`src/rtl/mmio_uart_pkg.sv`:
```
// ---------------------------------------------------------------------------
// mmio_uart_pkg
// Shared definitions for the memory-mapped UART transmitter:
//   - uart_state_e : transmitter FSM states (PARITY only exists when the
//                    UART_TX_PARITY_EN macro is defined)
//   - register byte offsets relative to BASE_ADDR
//   - STATUS register bit positions
// ---------------------------------------------------------------------------
package mmio_uart_pkg;

  typedef enum logic [2:0] {
    ST_IDLE   = 3'd0,
    ST_START  = 3'd1,
    ST_DATA   = 3'd2,
`ifdef UART_TX_PARITY_EN
    ST_PARITY = 3'd3,
`endif
    ST_STOP   = 3'd4
  } uart_state_e;

  // Register offsets from BASE_ADDR
  localparam logic [31:0] TXDATA_OFS = 32'd0;
  localparam logic [31:0] STATUS_OFS = 32'd4;

  // STATUS bit positions
  localparam int STAT_FULL    = 0;
  localparam int STAT_EMPTY   = 1;
  localparam int STAT_LINE    = 2;
  localparam int STAT_OVF     = 3;
  localparam int STAT_CNT_LSB = 8;
  localparam int STAT_CNT_MSB = 11;

endpackage

```
`src/rtl/sync_fifo.sv`:
```
// ---------------------------------------------------------------------------
// sync_fifo
// Single-clock FIFO, DEPTH must be a power of two (pointers wrap naturally).
// Ports:
//   clk, reset (synchronous, active-low)
//   push/din   : write request; accepted when not full, or when full and a
//                pop happens in the same cycle
//   pop/dout   : read request (ignored when empty); dout shows the head
//   full, empty, count
// ---------------------------------------------------------------------------
module sync_fifo #(
  parameter int WIDTH = 8,
  parameter int DEPTH = 8
) (
  input  logic                     clk,
  input  logic                     reset,
  input  logic                     push,
  input  logic [WIDTH-1:0]         din,
  input  logic                     pop,
  output logic [WIDTH-1:0]         dout,
  output logic                     full,
  output logic                     empty,
  output logic [$clog2(DEPTH):0]   count
);
  localparam int AW = $clog2(DEPTH);

  logic [WIDTH-1:0] mem_q [DEPTH];
  logic [AW-1:0]    wr_ptr_q, wr_ptr_d;
  logic [AW-1:0]    rd_ptr_q, rd_ptr_d;
  logic [AW:0]      count_q, count_d;
  logic             push_ok, pop_ok;

  assign full  = (count_q == (AW+1)'(DEPTH));
  assign empty = (count_q == '0);
  assign count = count_q;
  assign dout  = mem_q[rd_ptr_q];

  // A pop frees the slot being written, so a full FIFO can take a push then.
  assign pop_ok  = pop && !empty;
  assign push_ok = push && (!full || pop_ok);

  always_comb begin
    wr_ptr_d = wr_ptr_q;
    rd_ptr_d = rd_ptr_q;
    count_d  = count_q;
    if (push_ok) wr_ptr_d = wr_ptr_q + AW'(1);
    if (pop_ok)  rd_ptr_d = rd_ptr_q + AW'(1);
    case ({push_ok, pop_ok})
      2'b10:   count_d = count_q + (AW+1)'(1);
      2'b01:   count_d = count_q - (AW+1)'(1);
      default: count_d = count_q;
    endcase
  end

  always_ff @(posedge clk) begin
    if (!reset) begin
      wr_ptr_q <= '0;
      rd_ptr_q <= '0;
      count_q  <= '0;
    end else begin
      wr_ptr_q <= wr_ptr_d;
      rd_ptr_q <= rd_ptr_d;
      count_q  <= count_d;
    end
  end

  // Storage needs no reset: contents are only visible through count/pointers.
  always_ff @(posedge clk) begin
    if (reset && push_ok) mem_q[wr_ptr_q] <= din;
  end

endmodule

```
`src/rtl/mmio_uart_tx.sv`:
```
// ---------------------------------------------------------------------------
// mmio_uart_tx
// Memory-mapped 8N1 UART transmitter with a transmit FIFO.
//   BASE_ADDR+0 TXDATA (W)  : WriteData[7:0] pushed into the FIFO
//   BASE_ADDR+4 STATUS (R/W): bit0 full, bit1 empty, bit2 line active,
//                             bit3 sticky overflow (write 1 to clear),
//                             bits[11:8] FIFO count
// Ports:
//   clk, reset (synchronous, active-low)
//   MemWrite, DataAdr, WriteData : core store bus
//   ReadData                     : combinational read of DataAdr
//   tx                           : registered serial line, idle high
//   busy                         : frame on the line or FIFO non-empty
// Config macro: UART_TX_PARITY_EN adds an even-parity bit (11-bit frame).
//
// Timing note: tx is registered from the current FSM state, so the line
// lags the state by one cycle. A byte stored at edge N is popped at N+1
// (IDLE->START) and tx goes low at N+2.
// ---------------------------------------------------------------------------
module mmio_uart_tx
  import mmio_uart_pkg::*;
#(
  parameter logic [31:0] BASE_ADDR    = 32'h0000_1000,
  parameter int          CLKS_PER_BIT = 16,
  parameter int          FIFO_DEPTH   = 8
) (
  input  logic        clk,
  input  logic        reset,
  input  logic        MemWrite,
  input  logic [31:0] DataAdr,
  input  logic [31:0] WriteData,
  output logic [31:0] ReadData,
  output logic        tx,
  output logic        busy
);
  localparam int                BAUD_W      = $clog2(CLKS_PER_BIT);
  localparam logic [BAUD_W-1:0] BAUD_RELOAD = BAUD_W'(CLKS_PER_BIT - 1);
  localparam int                CNT_W       = $clog2(FIFO_DEPTH) + 1;

  // ---------------- address decode ----------------
  logic wr_txdata, wr_status, rd_status;
  assign wr_txdata = MemWrite && (DataAdr == BASE_ADDR + TXDATA_OFS);
  assign wr_status = MemWrite && (DataAdr == BASE_ADDR + STATUS_OFS);
  assign rd_status = (DataAdr == BASE_ADDR + STATUS_OFS);

  logic unused_wdata;
  assign unused_wdata = ^WriteData[31:8];

  // ---------------- FIFO ----------------
  logic             fifo_pop;
  logic [7:0]       fifo_dout;
  logic             fifo_full, fifo_empty;
  logic [CNT_W-1:0] fifo_count;

  sync_fifo #(
    .WIDTH (8),
    .DEPTH (FIFO_DEPTH)
  ) u_fifo (
    .clk   (clk),
    .reset (reset),
    .push  (wr_txdata),
    .din   (WriteData[7:0]),
    .pop   (fifo_pop),
    .dout  (fifo_dout),
    .full  (fifo_full),
    .empty (fifo_empty),
    .count (fifo_count)
  );

  // ---------------- FSM / baud / shift ----------------
  uart_state_e       state_q, state_d;
  logic [BAUD_W-1:0] baud_q, baud_d;
  logic [2:0]        bit_q, bit_d;
  logic [7:0]        data_q, data_d;
  logic              tx_q, tx_d;
  logic              line_q, line_d;
  logic              ovf_q, ovf_d;
  logic              bit_done;

  assign bit_done = (baud_q == '0);

  always_comb begin
    state_d  = state_q;
    baud_d   = baud_q;
    bit_d    = bit_q;
    data_d   = data_q;
    fifo_pop = 1'b0;
    case (state_q)
      ST_IDLE: begin
        if (!fifo_empty) begin
          fifo_pop = 1'b1;
          data_d   = fifo_dout;
          baud_d   = BAUD_RELOAD;
          state_d  = ST_START;
        end
      end
      ST_START: begin
        if (bit_done) begin
          baud_d  = BAUD_RELOAD;
          bit_d   = 3'd0;
          state_d = ST_DATA;
        end else begin
          baud_d = baud_q - BAUD_W'(1);
        end
      end
      ST_DATA: begin
        if (bit_done) begin
          baud_d = BAUD_RELOAD;
          if (bit_q == 3'd7) begin
`ifdef UART_TX_PARITY_EN
            state_d = ST_PARITY;
`else
            state_d = ST_STOP;
`endif
          end else begin
            bit_d = bit_q + 3'd1;
          end
        end else begin
          baud_d = baud_q - BAUD_W'(1);
        end
      end
`ifdef UART_TX_PARITY_EN
      ST_PARITY: begin
        if (bit_done) begin
          baud_d  = BAUD_RELOAD;
          state_d = ST_STOP;
        end else begin
          baud_d = baud_q - BAUD_W'(1);
        end
      end
`endif
      ST_STOP: begin
        if (bit_done) begin
          // Chain straight into the next START so frames abut with no gap.
          if (!fifo_empty) begin
            fifo_pop = 1'b1;
            data_d   = fifo_dout;
            baud_d   = BAUD_RELOAD;
            state_d  = ST_START;
          end else begin
            state_d = ST_IDLE;
          end
        end else begin
          baud_d = baud_q - BAUD_W'(1);
        end
      end
      default: state_d = ST_IDLE;
    endcase
  end

  // Line value for the current state; registered into tx_q.
  always_comb begin
    tx_d = 1'b1;
    case (state_q)
      ST_START:  tx_d = 1'b0;
      ST_DATA:   tx_d = data_q[bit_q];
`ifdef UART_TX_PARITY_EN
      ST_PARITY: tx_d = ^data_q;
`endif
      default:   tx_d = 1'b1;
    endcase
  end

  // line_q covers the final stop-bit cycle, which is still on the wire
  // after the FSM has already returned to IDLE.
  assign line_d = (state_q != ST_IDLE);

  // A drop in the same cycle as a clear wins, so the event is never lost.
  always_comb begin
    ovf_d = ovf_q;
    if (wr_status && WriteData[STAT_OVF]) ovf_d = 1'b0;
    if (wr_txdata && fifo_full && !fifo_pop) ovf_d = 1'b1;
  end

  always_ff @(posedge clk) begin
    if (!reset) begin
      state_q <= ST_IDLE;
      baud_q  <= '0;
      bit_q   <= 3'd0;
      data_q  <= 8'd0;
      tx_q    <= 1'b1;
      line_q  <= 1'b0;
      ovf_q   <= 1'b0;
    end else begin
      state_q <= state_d;
      baud_q  <= baud_d;
      bit_q   <= bit_d;
      data_q  <= data_d;
      tx_q    <= tx_d;
      line_q  <= line_d;
      ovf_q   <= ovf_d;
    end
  end

  // ---------------- outputs ----------------
  logic        line_active;
  logic [31:0] status;

  assign line_active = line_q || (state_q != ST_IDLE);
  assign tx          = tx_q;
  assign busy        = line_active || !fifo_empty;

  always_comb begin
    status                            = 32'd0;
    status[STAT_FULL]                 = fifo_full;
    status[STAT_EMPTY]                = fifo_empty;
    status[STAT_LINE]                 = line_active;
    status[STAT_OVF]                  = ovf_q;
    status[STAT_CNT_MSB:STAT_CNT_LSB] = 4'(fifo_count);
  end

  assign ReadData = rd_status ? status : 32'd0;

endmodule

```
`config.mk`:
```
export PLATFORM = sky130hd
export DESIGN_NAME = mmio_uart_tx
export DESIGN_NICKNAME = d
export VERILOG_FILES = /design/src/rtl/mmio_uart_pkg.sv /design/src/rtl/sync_fifo.sv /design/src/rtl/mmio_uart_tx.sv
export SDC_FILE = /design/constraint.sdc
export NUM_CORES = 1
export LEC_CHECK = 0
export BUFFER_PORTS_ARGS = -buffer_cell sky130_fd_sc_hd__buf_2
export CAP_MARGIN = 5
export CELL_PAD_IN_SITES_DETAIL_PLACEMENT = 1
export CELL_PAD_IN_SITES_GLOBAL_PLACEMENT = 2
export CORE_AREA = 2 2 111 113
export DETAILED_ROUTE_END_ITERATION = 12
export DIE_AREA = 0 0 113 115
export GPL_ROUTABILITY_DRIVEN = 0
export MAX_ROUTING_LAYER = met4
export PLACE_DENSITY = 0.92
export SYNTH_ARGS = -nofsm -noshare
export SYNTH_HDL_FRONTEND = slang
export SYNTH_SLANG_ARGS = --single-unit
```
`constraint.sdc`:
```
create_clock -name clk -period 5.6 [get_ports clk]
set_clock_uncertainty 0.2 [all_clocks]
set_input_delay 0.84 -clock clk [delete_from_list [all_inputs] [get_ports clk]]
set_output_delay 0.84 -clock clk [all_outputs]
set_load 0.005 [all_outputs]
```
==> reports/qor.txt <==
RUN STATUS
------------------------------------------------------------------------------------------------------
Failing checks                                                                            design-rule violations
Status                                                                                    finished with violations

FINAL LAYOUT
------------------------------------------------------------------------------------------------------
Antenna diode instance count                                                                         0
Area added between synthesis and finish                                                         13.46%
Final instance count without filler cells                                                          550
Share of final-layout standard cells stronger than drive strength 1                             26.30%
Final cell utilization of the core                                                              43.68%
Total Nets Final                                                                                   475

DIE
------------------------------------------------------------------------------------------------------
Core region area                                                                          11,810 sq um
# rows                                                                                              40
Number of placed I/O pins                                                                          101
Effective utilization at floorplan                                                              38.50%
Width of the chip                                                                               113 um
Die Y                                                                                           115 um
Total Die Area                                                                            13,000 sq um

POWER AND IR DROP
------------------------------------------------------------------------------------------------------
Internal Dissipation                                                                           1094 uW
Clock share of power                                                                             42.9%
Logic gate share of total power                                                                   2.3%
Switching power total                                                                         308.3 uW
Flop pwr share                                                                                   54.7%
Worst vdd rail ir drop                                                                        247.4 uV
Switching part of the total power                                                               21.99%
Leakage power summed over all cells                                                        0.001806 uW
Pwr Density                                                                               271.8 nW/um^2

STA
------------------------------------------------------------------------------------------------------
Final Cycle Share                                                                               65.54%
Total negative setup slack                                                                        0 ns
Number of pins exceeding their max-slew limit in the final report                                    0
Unrepaired setup endpoints after global routing                                                  false
Finish-stage setup viols                                                                             0
Clock period minus final worst setup slack                                                    3.670 ns
Max frequency                                                                               0.2724 GHz
Slew margin rel.                                                                                24.09%
Worst Tran Pin Value                                                                          1.137 ns
Number of hold violations in the final report                                                        0

SYNTH
------------------------------------------------------------------------------------------------------
Syn Std Cell Area                                                                           4547 sq um
Sequential fraction of the synthesis area                                                       57.24%
Synthesized instance count                                                                         346
Synth Area per Inst                                                                        13.14 sq um
Cell type contributing the most total cell area after synthesis                           sky130_fd_sc_hd__edfxtp_1
Async SR Flop Fraction                                                                              0%
Yosys warns                                                                                          0
Share of the synthesized area in the top cell type                                              42.27%
Yosys reg bits                                                                                      98
Number of flops mapped to enable cells by yosys                                                     64
Largest cells by area after synthesis                                                     sky130_fd_sc_hd__edfxtp_1 (42%), sky130_fd_sc_hd__dfxtp_1 (15%), sky130_fd_sc_hd__mux4_2 (8.9%), sky130_fd_sc_hd__buf_4 (4.1%), sky130_fd_sc_hd__mux2i_1 (3.5%)
Most instantiated flip-flop cell in the synthesis netlist                                 sky130_fd_sc_hd__edfxtp_1
Library cells used by synthesis                                                                     52

CLOCK NETWORK
------------------------------------------------------------------------------------------------------
Post-CTS setup-driven buffer insertion count                                                         0
Clock Latency Late Sink                                                                        0.34 ns
Post-CTS Hold Fix Bufs                                                                               0
Number of H-tree levels                                                                              3
Clock transition at the register clock pins on the worst setup and hold paths after CTS        0.07 ns
Count of instances resized after the clock tree is built                                             0
CTS buffer count                                                                                     9
Number of sinks on the clock net                                                                    98
Buffer depth of the longest clock path                                                               2
Clock tree from TritonCTS                                                                        built
Root Buffer Master                                                                        sky130_fd_sc_hd__clkbuf_16

HOLD PATH
------------------------------------------------------------------------------------------------------
Class of the tightest hold or removal check                                                 reg -> reg
Worst hold path startpoint                                                                u_fifo.wr_ptr_q[2]

DETAILED ROUTING
------------------------------------------------------------------------------------------------------
First DRT Iteration DRCs                                                                           131
Post-DR wirelength/cell                                                                       17.76 um
Detailed-route vias per instance                                                                 5.238
Vias                                                                                             2,881
Detailed-route DRC error count                                                                       2
Final wirelength                                                                              9.768 mm
Post-route antenna net violation count                                                               0
Number of optimization iterations in the first detailed-route pass                                   8

SETUP PATH
------------------------------------------------------------------------------------------------------
Data required, critical path                                                                   5.68 ns
CP startpoint                                                                              DataAdr[13]
Reg2reg start                                                                                baud_q[0]
Critical Path Start Type                                                                  primary input
Worst Path Max Fanout                                                                                9
Worst setup EP type                                                                               flop
Worst setup path class                                                                       in -> reg
Critical Path AT                                                                               3.75 ns

GRT
------------------------------------------------------------------------------------------------------
Global-route wire length before repair                                                        15.88 mm
Total global-route track usage                                                                  16.40%
Via count of the first global-routing pass                                                       3,111
Antenna violations before repair                                                                     0
Total congestion overflow                                                                            0
Largest net degree at the start of global routing                                                   23

PLACED DESIGN
------------------------------------------------------------------------------------------------------
Post-DP HPWL                                                                                  6.889 mm
Placed Cells                                                                                       534
Port bufs                                                                                           52

RUN
------------------------------------------------------------------------------------------------------
Max-cap viol count                                                                                   0

[power groups by stage]
stage / clock network [uW] / registers [uW] / logic (uW)
after global routing: 633 / 767 / 36.8
after CTS: 613 / 767 / 32.4
final: 602 / 768 / 32.5
after global placement: 0 / 784 / 30.2
after detailed placement: 0 / 784 / 32.2
after floorplan: 0 / 784 / 22.1
[cell families after synthesis]
group	count (synthesis)	share of synthesized area, %
compound gates	52	7.485
xor+xnor	5	0.9631
fa+ha+maj	10	2.917
buf+inv	50	6.604
flops	98	57.24
mux	34	12.44
other cells	1	0.08247
simple gates	96	12.27
[synth_stat cells, drive strengths merged (4+ instances only)]
cell and count:
edfxtp 64, dfxtp 34, buf 32, nor2 22, a21oi 19, mux4 18, mux2i 16, o21ai 15
nor4 13, nand2 12, clkbuf 10, ha 9, inv 8, nor3 7, nor4b 6, nand3 5
a31oi 4, nand2b 4, nand4 4, or2 4, xor2 4
[layer usage]
metal	track usage, %	vias to the layer above	part of all wire (%)
met3	2.319	19	2.3
li1	-	1379	-
met4	7.154	0	2.1
met2	28.46	53	53
met5	-	-	0
met1	19.09	1430	43
[placed cells by master, fill, tap and decap left out, types with 3 or more instances in the layout]
| cell | synthesis | routed |
|---|---|---|
| sky130_fd_sc_hd__a21oi_1 | 19 | 19 |
| sky130_fd_sc_hd__a31oi_1 | 4 | 4 |
| sky130_fd_sc_hd__and2_1 | 3 | 3 |
| sky130_fd_sc_hd__buf_2 | 2 | 52 |
| sky130_fd_sc_hd__buf_4 | 25 | 8 |
| sky130_fd_sc_hd__clkbuf_16 | 0 | 9 |
| sky130_fd_sc_hd__conb_1 | 1 | 24 |
| sky130_fd_sc_hd__dfxtp_1 | 34 | 34 |
| sky130_fd_sc_hd__edfxtp_1 | 64 | 64 |
| sky130_fd_sc_hd__ha_1 | 9 | 9 |
| sky130_fd_sc_hd__inv_1 | 8 | 8 |
| sky130_fd_sc_hd__inv_8 | 0 | 3 |
| sky130_fd_sc_hd__mux2i_1 | 16 | 16 |
| sky130_fd_sc_hd__mux4_2 | 18 | 18 |
| sky130_fd_sc_hd__nand2_1 | 12 | 12 |
| sky130_fd_sc_hd__nand2b_1 | 4 | 4 |
| sky130_fd_sc_hd__nand3_1 | 5 | 5 |
| sky130_fd_sc_hd__nand4_1 | 4 | 4 |
| sky130_fd_sc_hd__nor2_1 | 22 | 22 |
| sky130_fd_sc_hd__nor2b_1 | 3 | 3 |
| sky130_fd_sc_hd__nor3_1 | 7 | 7 |
| sky130_fd_sc_hd__nor4_1 | 12 | 12 |
| sky130_fd_sc_hd__nor4b_1 | 6 | 6 |
| sky130_fd_sc_hd__o2111ai_1 | 3 | 3 |
| sky130_fd_sc_hd__o21ai_0 | 14 | 14 |
| sky130_fd_sc_hd__or2_2 | 4 | 4 |
| sky130_fd_sc_hd__xor2_1 | 4 | 4 |
[cell type report]
cell class | instances | area [sq um]
Inverter | 8 | 30.03
Sequential cell | 98 | 2603
Multi-Input combinational cell | 221 | 1730
Fill cell | 1253 | 6653
Clock buffer | 9 | 225.2
Clock inverter | 7 | 66.31
Tap cell | 147 | 183.9
Timing Repair Buffer | 60 | 320.3
[registers in the layout, indices dropped and copies added, names as in the netlist, 3 cells and up, named ones only]
name and cells:
data_q 8, bit_q 3, state_q 3, u_fifo.wr_ptr_q 3, u_fifo.rd_ptr_q 3, baud_q 4, u_fifo.mem_q 64, u_fifo.count 4
[final timing paths]
| path | endpoint | slack (ns) | cells past startpoint |
|---|---|---|---|
| worst min-delay path | u_fifo.wr_ptr_q[2] | 0.32 | 2 |
| worst min register to register | u_fifo.wr_ptr_q[2] | 0.32 | 2 |
| worst max-delay path | u_fifo.count[3] | 1.93 | 11 |
| worst max register to register | u_fifo.count[3] | 1.93 | 10 |
[metrics by stage]
step,hold slack [ns],setup slack (ns),power (uW),area [sq um]
2_1_floorplan,0.2532,2.156,806.5,4633
3_3_place_gp,0.2740,1.774,814.2,4867
3_5_place_dp,0.3083,1.652,816.2,4867
4_1_cts,0.3257,1.886,1413,5159
5_1_grt,0.3536,1.630,1437,5159
6_report,0.3218,1.930,1402,5159
[critical path, stage by stage]
cell and delay, ns:
sky130_fd_sc_hd__buf_2 0.10, sky130_fd_sc_hd__nor4b_1 0.45, sky130_fd_sc_hd__and4_1 0.35, sky130_fd_sc_hd__nand3_1 0.30
sky130_fd_sc_hd__or2_2 0.39, sky130_fd_sc_hd__ha_1 0.24, sky130_fd_sc_hd__ha_1 0.28, sky130_fd_sc_hd__a21o_1 0.17
sky130_fd_sc_hd__a21oi_1 0.17, sky130_fd_sc_hd__mux2i_1 0.25, sky130_fd_sc_hd__mux2i_1 0.20
Power figures use the tool's default switching activity.
